**src/rtl/fifo_uart_pkg.sv**
```systemverilog
// Shared state encoding and line constants for the FIFO-fed UART transmitter.
package fifo_uart_pkg;

    typedef enum logic [2:0] {
        IDLE,
        FETCH,
        WAIT,
        START,
        DATA,
        STOP
    } state_t;

    localparam logic        TX_IDLE   = 1'b1;
    localparam int unsigned DATA_BITS = 8;

endpackage

```
**src/rtl/uart_baud_tick.sv**
```systemverilog
// Bit-period counter: tick marks the last cycle of a bit, pre_tick the cycle before it.
module uart_baud_tick #(
    parameter int unsigned CLKS_PER_BIT = 868
) (
    input  logic clk,
    input  logic rst_n,
    input  logic clear,
    output logic tick,
    output logic pre_tick
);

    localparam int unsigned CNT_W = (CLKS_PER_BIT > 1) ? $clog2(CLKS_PER_BIT) : 1;
    localparam logic [CNT_W-1:0] LAST = CNT_W'(CLKS_PER_BIT - 1);
    localparam logic [CNT_W-1:0] NEAR = CNT_W'(CLKS_PER_BIT - 2);

    logic [CNT_W-1:0] cnt;

    always_ff @(posedge clk or negedge rst_n) begin
        if (!rst_n) begin
            cnt <= '0;
        end else if (clear || cnt == LAST) begin
            cnt <= '0;
        end else begin
            cnt <= cnt + 1'b1;
        end
    end

    assign tick     = (cnt == LAST);
    assign pre_tick = (cnt == NEAR);

endmodule

```
**src/rtl/fifo_uart_tx.sv**
```systemverilog
// Drains bytes from the sample FIFO and sends each one as a UART 8N1 frame.
module fifo_uart_tx
    import fifo_uart_pkg::*;
#(
    parameter int unsigned CLKS_PER_BIT = 868,
    parameter int unsigned READ_LAT     = 1,
    parameter int unsigned DATA_W       = 8
) (
    input  logic              sys_clock,
    input  logic              reset,
    input  logic              enable,
    input  logic              fifo_isEmpty,
    input  logic [DATA_W-1:0] fifo_d_out,
    output logic              fifo_read_en,
    output logic              tx,
    output logic              busy,
    output logic              byte_done
);

    localparam logic [1:0] WAIT_LAST = 2'(READ_LAT - 1);
    localparam logic [2:0] BIT_LAST  = 3'(DATA_BITS - 1);

    state_t            state, state_n;
    logic [DATA_W-1:0] shift, shift_n;
    logic [2:0]        bit_cnt, bit_n;
    logic [1:0]        wait_cnt, wait_n;
    logic              tx_n, read_en_n, busy_n, byte_done_n;
    logic              tick, pre_tick, baud_clear;

    // Holding the counter clear outside the frame aligns bit periods to START entry.
    assign baud_clear = !(state inside {START, DATA, STOP});

    uart_baud_tick #(
        .CLKS_PER_BIT(CLKS_PER_BIT)
    ) u_baud (
        .clk     (sys_clock),
        .rst_n   (reset),
        .clear   (baud_clear),
        .tick    (tick),
        .pre_tick(pre_tick)
    );

    always_comb begin
        state_n = state;
        shift_n = shift;
        bit_n   = bit_cnt;
        wait_n  = wait_cnt;
        case (state)
            IDLE:  if (enable && !fifo_isEmpty) state_n = FETCH;
            FETCH: begin
                state_n = WAIT;
                wait_n  = '0;
            end
            WAIT: begin
                if (wait_cnt == WAIT_LAST) begin
                    shift_n = fifo_d_out;
                    state_n = START;
                end else begin
                    wait_n = wait_cnt + 1'b1;
                end
            end
            START: begin
                if (tick) begin
                    state_n = DATA;
                    bit_n   = '0;
                end
            end
            DATA: begin
                if (tick) begin
                    shift_n = shift >> 1;
                    if (bit_cnt == BIT_LAST) state_n = STOP;
                    else                     bit_n   = bit_cnt + 1'b1;
                end
            end
            STOP:    if (tick) state_n = (enable && !fifo_isEmpty) ? FETCH : IDLE;
            default: state_n = IDLE;
        endcase

        // Outputs are computed from next-state values so the registers line up with the state.
        read_en_n   = (state_n == FETCH);
        busy_n      = (state_n != IDLE);
        byte_done_n = (state == STOP) && pre_tick;
        case (state_n)
            START:   tx_n = ~TX_IDLE;
            DATA:    tx_n = shift_n[0];
            default: tx_n = TX_IDLE;
        endcase
    end

    always_ff @(posedge sys_clock or negedge reset) begin
        if (!reset) begin
            state        <= IDLE;
            shift        <= '0;
            bit_cnt      <= '0;
            wait_cnt     <= '0;
            tx           <= TX_IDLE;
            fifo_read_en <= 1'b0;
            busy         <= 1'b0;
            byte_done    <= 1'b0;
        end else begin
            state        <= state_n;
            shift        <= shift_n;
            bit_cnt      <= bit_n;
            wait_cnt     <= wait_n;
            tx           <= tx_n;
            fifo_read_en <= read_en_n;
            busy         <= busy_n;
            byte_done    <= byte_done_n;
        end
    end

endmodule

```
**config.mk**
```make
export PLATFORM = sky130hd
export DESIGN_NAME = fifo_uart_tx
export DESIGN_NICKNAME = d
export VERILOG_FILES = /design/src/rtl/fifo_uart_pkg.sv /design/src/rtl/uart_baud_tick.sv /design/src/rtl/fifo_uart_tx.sv
export SDC_FILE = /design/constraint.sdc
export NUM_CORES = 1
export LEC_CHECK = 0
export ABC_AREA = 1
export ABC_CLOCK_PERIOD_IN_PS = 1400
export BUFFER_PORTS_ARGS = -buffer_cell sky130_fd_sc_hd__buf_4
export CAP_MARGIN = 15
export CORE_AREA = 2 2 62 64
export CTS_CLUSTER_SIZE = 14
export DETAILED_ROUTE_END_ITERATION = 12
export DIE_AREA = 0 0 64 66
export PLACE_DENSITY = 0.66
export SLEW_MARGIN = 20
export SYNTH_ARGS = -nofsm -noshare
export SYNTH_HDL_FRONTEND = slang
export SYNTH_SLANG_ARGS = --single-unit
```
**constraint.sdc**
```tcl
create_clock -name sys_clock -period 1.4 [get_ports sys_clock]
set_clock_uncertainty 0.05 [all_clocks]
set_input_delay 0.14 -clock sys_clock [delete_from_list [all_inputs] [get_ports sys_clock]]
set_output_delay 0.14 -clock sys_clock [all_outputs]
set_load 0.1 [all_outputs]
```
Yosys cells after proc, flatten, opt, wreduce, memory -nomap -nowiden
Index checks and enable logic that the tools add are counted.

cells by class
  reduce and logical (&&, ||, !) cells = 15
  multiplexer cells = 19
  $add $sub $neg = 3
  eq/ne operators = 16

operators with widths
  operator                                              count
  two-way mux 3 bit                                     9
  equality test 10 bit (second input constant)          2
  case mux 3 bit (6 select lines)                       1
  two-way mux 8 bit                                     2
  case mux 8 bit (2 select lines)                       1
  equality test 3 bit (second input constant)           4
  adder 10 x 1 -> 10 bit (second input constant)        1
  two-way mux 10 bit                                    1
  inequality test 2 bit (second input constant)         5
  equality test 3 x 2 -> 1 bit (second input constant)  3
  equality test 3 x 1 -> 1 bit (second input constant)  2
  case mux 3 bit (2 select lines)                       1
  nonzero test 2 bit                                    3
  nonzero test 3 bit                                    2
  case mux 2 bit (2 select lines)                       1
  AND reduction 4 bit                                   1
  adder 3 x 1 -> 3 bit (second input constant)          1
  zero test 3 bit                                       1
  AND reduction 3 bit                                   1
  adder 2 x 1 -> 2 bit (second input constant)          1
  logical AND 1 bit                                     2
  zero test 1 bit                                       2
  zero test 2 bit                                       1
  two-way mux 2 bit                                     1
  other kinds (4)                                       4

storage, ports and cells
  bits in registers = 30
  output and inout port bits = 4
  input port bits = 12
  word-level logic and storage cells = 63

Depth between registers and ports, before layout
Gate-level depths: netlist of the first run.

  word-level depth = 7
  depth in mapped cells = 11
  mapped depth without buffers = 11

Hierarchy
From an unflattened synthesis of the first run, not the netlist that was laid out.

unflattened totals
  cells, all modules = 202
  area, all modules = 1651.6 sq um

by module, submodules not included
  module          cells an instance  instances  seq. area each (sq um)  area each (sq um)
  fifo_uart_tx    125                1          501.7                   1064.8
  uart_baud_tick  77                 1          250.2                   586.8

Worst setup path after synthesis of the first run
OpenSTA, ideal clock, no wires.

  kind = flip-flop to flip-flop
  from = reg u_baud.cnt[0]
  to = reg bit_cnt[0]
  period minus slack after synthesis = 1.419 ns
  arrival = 1.252 ns
  required time = 1.233 ns
  library setup time = 0.117 ns
  stages on the path, launching flop included = 9
  buffers on the path = 0
  setup slack = -0.019 ns
  cells stage by stage = dfrtp_1 > ha_1 > nand3_1 > nor2_4 > nand2_1 > inv_1 > o21ai_0 > o21ai_1 > inv_1

on the way
  word-level cells in the longest chain between the ends = 3

RTL lines
  item                                      line                  RTL
  start: declaration                        uart_baud_tick.sv:16  logic [CNT_W-1:0] cnt;
  start signal: assignment                  uart_baud_tick.sv:24  cnt <= cnt + 1'b1;
  equality test 10 bit (*)                  uart_baud_tick.sv:28  assign tick = (cnt == LAST);
  inequality test 2 bit (no source line)    --
  AND reduction 4 bit (no source line) (*)  --
  end signal: assignment                    fifo_uart_tx.sv:103   bit_cnt <= bit_n;
  end: declaration                          fifo_uart_tx.sv:25    logic [2:0] bit_cnt, bit_n;

Mark *: on every way between the ends. The rest lies on a longest branch, timed or not.
A chain may end at the register's enable or synchronous reset.

Worst setup path in the final report of the first run
  from = reg u_baud.cnt[2]
  to = reg u_baud.cnt[9]

on the way
  word-level cells in the longest chain between the ends = 3

RTL lines
  item                                                                            line                  RTL
  parallel branches: the longest is 2 deep, another holds adder 10 x 1 -> 10 bit  --
  two-way mux 10 bit (*)                                                          uart_baud_tick.sv:21  end else if (clear || cnt == LAST) begin

Mark *: on every way between the ends.

==> reports/summary.json, run 1 <==
{
  "run_status": "finished with violations",
  "violated_checks": "negative setup slack",
  "grt_util_met3_pct": 6.13,
  "crit_type": "flop to flop",
  "power_switching_share_pct": 23.7,
  "timing.hold.worst.class": "input port to flop",
  "viasPerCell": 4.70,
  "synth-xor-area-share_pct": 1.13,
  "area_of_the_core_um2": 3550,
  "grt_busiest_layer": "met2",
  "yosysSeqAreaShare_pct": 48.4,
  "pwr-share-clk_pct": 34.3,
  "hold_startpoint": "fifo_d_out[0]",
  "syn_to_final_growth_pct": 34.3,
  "finalWorstPathRequiredPeriod_ps": 1440,
  "synth-adder-area-share_pct": 4.02,
  "routed-via-count": 1311,
  "grt_antenna_before_repair": 0,
  "setup_total_negative_slack_ps": -117,
  "report.final.setup_viol": 5,
  "synth_top_area_share_pct": 46.7,
  "drt.antenna.violating_nets": 0,
  "post_synth_mux_area_share_pct": 0,
  "startpoint_type": "flop",
  "first_global_vias": 1238,
  "detailed_place.area_um2": 1850,
  "stdcell_count": 279,
  "cellPowerDensity_nw_per_um2": 696,
  "number_of_port_buffers": 15,
  "cts.htree.levels": 2,
  "ys_ff_latch": 30,
  "drt-pass1-iter-count": 4,
  "drt-total-wl_mm": 3.18,
  "reg2reg_from": "u_baud.cnt[2]",
  "fill_cells": 293,
  "internal_power_mw": 1.11,
  "globalRouteMet2Util_pct": 26.8,
  "power.sequential.fraction_pct": 60.7,
  "clkLatencyLatePin_ps": 340,
  "dominant_combinational_cell_family_by_area_after_synthesis": "simple AND/OR/NAND/NOR gates",
  "finalCritPeriodShare_pct": 103,
  "dieWidth_um": 64,
  "ir_drop_v": 0.000477,
  "synth_simple_gate_area_share_pct": 29.5,
  "groute.layer.met1.usage_pct": 19.8,
  "cts_inserted_buffers": 5,
  "worst_setup_hold_path_clk_slew_ps": 100,
  "post-layout-total-power_mw": 1.45,
  "drive_above_1_share_pct": 39.4,
  "leakagePower_nw": 1.05,
  "comb_power_share_pct": 5.0,
  "place_worst_setup_slack_ps": -42.3,
  "grt_setup_unrepaired": "yes",
  "cts_sinks": 30,
  "critical_path_required_ps": 1570,
  "placedCellCount": 260,
  "synth.area.top_cells": "sky130_fd_sc_hd__dfrtp_1 (47%), sky130_fd_sc_hd__nand2_1 (8.7%), sky130_fd_sc_hd__inv_1 (4.8%)",
  "pin_count_of_the_biggest_net_entering_global_routing": 31,
  "synth_cell_types": 29,
  "synthesis.yosys.warnings": 0,
  "crit_path_max_fanout": 4,
  "critical_path.endpoint_type": "flop",
  "place_hpwl_mm": 2.22,
  "fin_nets": 247,
  "cts-root-to-sink-buffers": 2,
  "final_max_slew_viol_count": 0,
  "mappedNetlistNets": 199,
  "drtIter0Drc": 79,
  "layout_utilization_pct": 58.8,
  "synth_top_cell_by_area": "sky130_fd_sc_hd__dfrtp_1",
  "drv_cap": 0,
  "critical_path_start": "u_baud.cnt[2]",
  "mostFrequentLayoutCell": "sky130_fd_sc_hd__buf_4",
  "detailed_route_drc_error_count": 0,
  "wire_per_inst_um": 11.4,
  "die-area_um2": 4220,
  "finalWeightedCongestion": 0.765,
  "power.net_switching_uw": 345,
  "mostFrequentLayoutCells": "sky130_fd_sc_hd__buf_4 (33), sky130_fd_sc_hd__nand2_1 (30), sky130_fd_sc_hd__dfrtp_1 (26)",
  "fp-row-count": 22,
  "max_freq_mhz": 693,
  "grt_first_pass_wirelength_mm": 5.23,
  "chip_height_um": 66,
  "arrival_ps": 1620,
  "synth_area_per_cell_um2": 8.55,
  "syn_area_um2": 1560,
  "design.portCount": 16,
  "grt_remaining_overflow": 0,
  "timing.slew.headroom_pct": 74.7,
  "synth_compound_area_share_pct": 10.1,
  "worst_slack_ps": -44.0,
  "worst_slew_pin_slew_ps": 379,
  "tritoncts": "built",
  "diodes": 0,
  "netlist_instances": 182,
  "design_area_um2": 2090,
  "hold_viol_final": 0,
  "hold-worst-slack_ps": 118,
  "clock_tree.root_cell": "sky130_fd_sc_hd__clkbuf_4",
  "groute.usage.overall_pct": 16.7,
  "initial_cell_density_of_the_core_pct": 43.8
}
==> worst max-delay path, cell delays in order, from the launching register on <==
cell	delay, ps
sky130_fd_sc_hd__dfrtp_2	420
sky130_fd_sc_hd__buf_4	130
sky130_fd_sc_hd__nand2_1	70
sky130_fd_sc_hd__nor2_2	100
sky130_fd_sc_hd__nand2_1	80
sky130_fd_sc_hd__nor2_2	130
sky130_fd_sc_hd__nand3_1	100
sky130_fd_sc_hd__xor2_1	200
sky130_fd_sc_hd__nor2_2	40
==> Yosys cell counts <==
master and number:
sky130_fd_sc_hd__nand2_1 36, sky130_fd_sc_hd__clkinv_1 1, sky130_fd_sc_hd__nand2_4 1, sky130_fd_sc_hd__nor2_2 2, sky130_fd_sc_hd__nand3_2 4, sky130_fd_sc_hd__nor3_1 4, sky130_fd_sc_hd__a22oi_1 5, sky130_fd_sc_hd__nor3b_2 2
sky130_fd_sc_hd__nor2_4 2, sky130_fd_sc_hd__a21oi_1 5, sky130_fd_sc_hd__o211ai_1 1, sky130_fd_sc_hd__nand3b_1 1, sky130_fd_sc_hd__o21ai_0 12, sky130_fd_sc_hd__dfstp_2 1, sky130_fd_sc_hd__inv_2 6, sky130_fd_sc_hd__or2_2 1
sky130_fd_sc_hd__dfrtp_1 29, sky130_fd_sc_hd__a21oi_2 1, sky130_fd_sc_hd__nand3_1 15, sky130_fd_sc_hd__nand2_2 5, sky130_fd_sc_hd__o21a_1 1, sky130_fd_sc_hd__ha_1 5, sky130_fd_sc_hd__clkinv_2 1, sky130_fd_sc_hd__inv_1 20
sky130_fd_sc_hd__nor2_1 16, sky130_fd_sc_hd__nand4_2 1, sky130_fd_sc_hd__o21ai_1 1, sky130_fd_sc_hd__xor2_1 2, sky130_fd_sc_hd__a31oi_1 1
==> final cells by class <==
type / instances / area, um2 / area share, %
flip-flops and latches: 30 / 756 / 36.2
well taps: 48 / 60.1 / 2.88
clock inverters: 2 / 10.0 / 0.479
inverters: 28 / 114 / 5.45
repair buffers: 41 / 328 / 15.7
clock buffers: 6 / 41.3 / 1.98
multi-input cells: 124 / 779 / 37.3
==> kinds of logic (layout without fill, tap and decap cells) <==
kind of cell	count (synthesis)	after routing
xor+xnor	2	2
flops	30	30
simple gates	90	90
buf+inv	28	77
compound gates	27	27
fa+ha+maj	5	5
==> final timing paths <==
path / end / slack, ps / depth (start not counted)
hold / removal: shift[0] / 120 / 5
setup / recovery: u_baud.cnt[9] / -40 / 8
hold reg to reg: shift[4] / 450 / 2
min in group asynchronous: shift[6] / 200 / 2
max in group asynchronous: tx / 780 / 2
setup reg to reg: u_baud.cnt[9] / -40 / 8
==> power by group through the flow <==
stage	logic, mW	registers [mW]	clock network, mW
6_report	0.0728	0.883	0.499
5_1_grt	0.0814	0.884	0.554
4_1_cts	0.0746	0.883	0.514
3_5_place_dp	0.0569	0.900	0
3_3_place_gp	0.0552	0.900	0
2_1_floorplan	0.0128	0.899	0
==> flip-flops by register name (all words and copies together), names as in the netlist <==
register,flops
busy,1
fifo_read_en,1
state,3
tx,1
byte_done,1
bit_cnt,3
wait_cnt,2
shift,8
u_baud.cnt,10
==> metal layers <==
| metal | wire length, um | share of wire [%] |
|---|---|---|
| met1 | 1510 | 47 |
| met2 | 1480 | 46 |
| met3 | 131 | 4.1 |
| met4 | 59 | 1.9 |
| met5 | 0 | 0 |
==> repair_timing <==
item,in CTS,in global routing
gates cloned,0,0
hold buffers,8,0
resized for setup,4,30
hold endpoints to repair,37,0
buffers inserted,0,3
endpoints found under the setup margin,3,26
pin swaps,3,12
(Power assumes the default switching activity.)
==> run 2, diff against run 1 <==
--- a/config.mk
+++ b/config.mk
@@ -14,6 +14,7 @@
 export DETAILED_ROUTE_END_ITERATION = 12
 export DIE_AREA = 0 0 64 66
 export PLACE_DENSITY = 0.66
+export SKIP_LAST_GASP = 1
 export SLEW_MARGIN = 20
 export SYNTH_ARGS = -nofsm -noshare
 export SYNTH_HDL_FRONTEND = slang
==> reports/summary.json, run 2 (synthesized netlist as in run 1, its figures left out) <==
{
  "run_status": "finished with violations",
  "violated_checks": "negative setup slack",
  "diodes": 0,
  "grt_setup_unrepaired": "yes",
  "pwr-share-clk_pct": 34.2,
  "worst_slack_ps": -37.1,
  "hold_startpoint": "fifo_d_out[0]",
  "clock_tree.root_cell": "sky130_fd_sc_hd__clkbuf_4",
  "detailed_route_drc_error_count": 0,
  "power_switching_share_pct": 23.6,
  "drv_cap": 0,
  "largest_register_ffs": 10,
  "finalWorstPathRequiredPeriod_ps": 1440,
  "dieWidth_um": 64,
  "crit_path_max_fanout": 4,
  "drt.antenna.violating_nets": 0,
  "routed-via-count": 1327,
  "tritoncts": "built",
  "largest_registers": "u_baud.cnt x10, shift x8",
  "critPathMaxStageDelay_ps": 420,
  "comb_power_share_pct": 5.0,
  "cts-root-to-sink-buffers": 2,
  "leakagePower_nw": 1.05,
  "fp-row-count": 22,
  "timing.slew.headroom_pct": 75.1,
  "crit_slowest_cell": "sky130_fd_sc_hd__dfrtp_2",
  "report.final.setup_viol": 5,
  "grt_first_pass_wirelength_mm": 5.23,
  "ff_to_ff_path_depth": 8,
  "pin_count_of_the_biggest_net_entering_global_routing": 31,
  "groute.usage.overall_pct": 16.7,
  "stdcell_count": 279,
  "final_max_slew_viol_count": 0,
  "mostFrequentLayoutCells": "sky130_fd_sc_hd__buf_4 (33), sky130_fd_sc_hd__nand2_1 (32), sky130_fd_sc_hd__dfrtp_1 (26)",
  "power.net_switching_uw": 342,
  "viasPerCell": 4.76,
  "place_hpwl_mm": 2.22,
  "power.sequential.fraction_pct": 60.8,
  "mostFrequentLayoutCell": "sky130_fd_sc_hd__buf_4",
  "ir_drop_v": 0.000475,
  "max_freq_mhz": 696,
  "fin_nets": 247,
  "finalCritPeriodShare_pct": 103,
  "setup_total_negative_slack_ps": -78.6,
  "first_global_vias": 1238,
  "cts_sinks": 30,
  "timing.hold.worst_path_depth": 5,
  "cell_occurring_most_often_along_the_worst_timing_path": "sky130_fd_sc_hd__nor2_2",
  "critical_path_required_ps": 1570,
  "crit_type": "flop to flop",
  "top_register": "u_baud.cnt",
  "placedCellCount": 260,
  "die-area_um2": 4220,
  "worst_setup_hold_path_clk_slew_ps": 100,
  "path_cells": "buf_4, nand2_1, nor2_2, nand2_1, nor2_2, nand3_1, xor2_1, nor2_2",
  "cts_inserted_buffers": 5,
  "number_of_port_buffers": 15,
  "cts.htree.levels": 2,
  "worst_hold_path_ep": "shift[0]",
  "grt_remaining_overflow": 0,
  "chip_height_um": 66,
  "arrival_ps": 1600,
  "internal_power_mw": 1.11,
  "drtIter0Drc": 73,
  "grt_antenna_before_repair": 0,
  "timing.hold.worst.class": "input port to flop",
  "critical_path.endpoint_type": "flop",
  "finalWeightedCongestion": 0.765,
  "design.portCount": 16,
  "reg2reg_setup_slack_ps": -40,
  "clkLatencyLatePin_ps": 330,
  "drt-pass1-iter-count": 4,
  "syn_to_final_growth_pct": 33.8,
  "drt-total-wl_mm": 3.15,
  "initial_cell_density_of_the_core_pct": 43.8,
  "startpoint_type": "flop",
  "critical_path_start": "u_baud.cnt[2]",
  "area_of_the_core_um2": 3550,
  "reg2reg_from": "u_baud.cnt[2]",
  "crit-reg2reg-capture": "u_baud.cnt[9]",
  "fill_cells": 295,
  "wire_per_inst_um": 11.3,
  "hold_viol_final": 0,
  "post-layout-total-power_mw": 1.45,
  "drive_above_1_share_pct": 38.5,
  "cellPowerDensity_nw_per_um2": 697,
  "worst_slew_pin_slew_ps": 373
}
[run 2: layout make-up]
type	count	area, um2	share of cell area [%]
multi-input cells	124	774	37.2
flip-flops and latches	30	756	36.3
repair buffers	41	328	15.8
inverters	28	111	5.35
well taps	48	60.1	2.89
clock buffers	6	41.3	1.98
clock inverters	2	10.0	0.481
[run 2: worst max path at each step]
stage	to	slack (ps)	depth (start not counted)
2_1_floorplan	bit_cnt[0]	20	8
4_1_cts	tx	-20	8
3_3_place_gp	tx	1	10
3_5_place_dp	tx	-40	8
6_report	u_baud.cnt[9]	-40	8
5_1_grt	tx	-130	10
[run 2: per-layer routing]
metal | up-vias | share of wire, % | wire length [um] | track usage [%]
li1 | 694 | - | - | -
met1 | 609 | 48 | 1500 | 19.8
met2 | 20 | 46 | 1460 | 26.8
met3 | 4 | 4.0 | 126 | 6.13
met4 | 0 | 1.8 | 57 | 8.15
met5 | - | 0 | 0 | 0
[run 2: metrics by stage]
step           utilization, %  area, um2  hold WS, ps  worst slack (ps)
2_1_floorplan               -       1570         -206              19.0
3_3_place_gp             52.1       1850         38.5              1.12
3_5_place_dp             52.1       1850         40.5             -42.3
4_1_cts                  56.2       2000          103             -19.0
5_1_grt                  58.6       2080          118              -130
6_report                 58.6       2080          124             -37.1
[run 2: critical path: cells and delay by family (launching register included)]
kind / cells / cell delay (ps)
flip-flops: 1 / 420
buffers and inverters: 1 / 130
XOR/XNOR: 1 / 200
AND/OR/NAND/NOR: 6 / 520
[run 2: power by group through the flow]
stage	clock network, mW	logic (mW)	registers (mW)
2_1_floorplan	0	0.0128	0.899
3_3_place_gp	0	0.0552	0.900
3_5_place_dp	0	0.0569	0.900
4_1_cts	0.514	0.0746	0.883
5_1_grt	0.554	0.0814	0.884
6_report	0.496	0.0729	0.883
[run 2: repair_timing]
item | in CTS | in global routing
gates resized for setup | 4 | 25
pin swaps | 3 | 12
buffers inserted | 0 | 3
hold endpoints to repair | 37 | 0
hold buffers | 8 | 0
endpoints found under the setup margin | 3 | 26
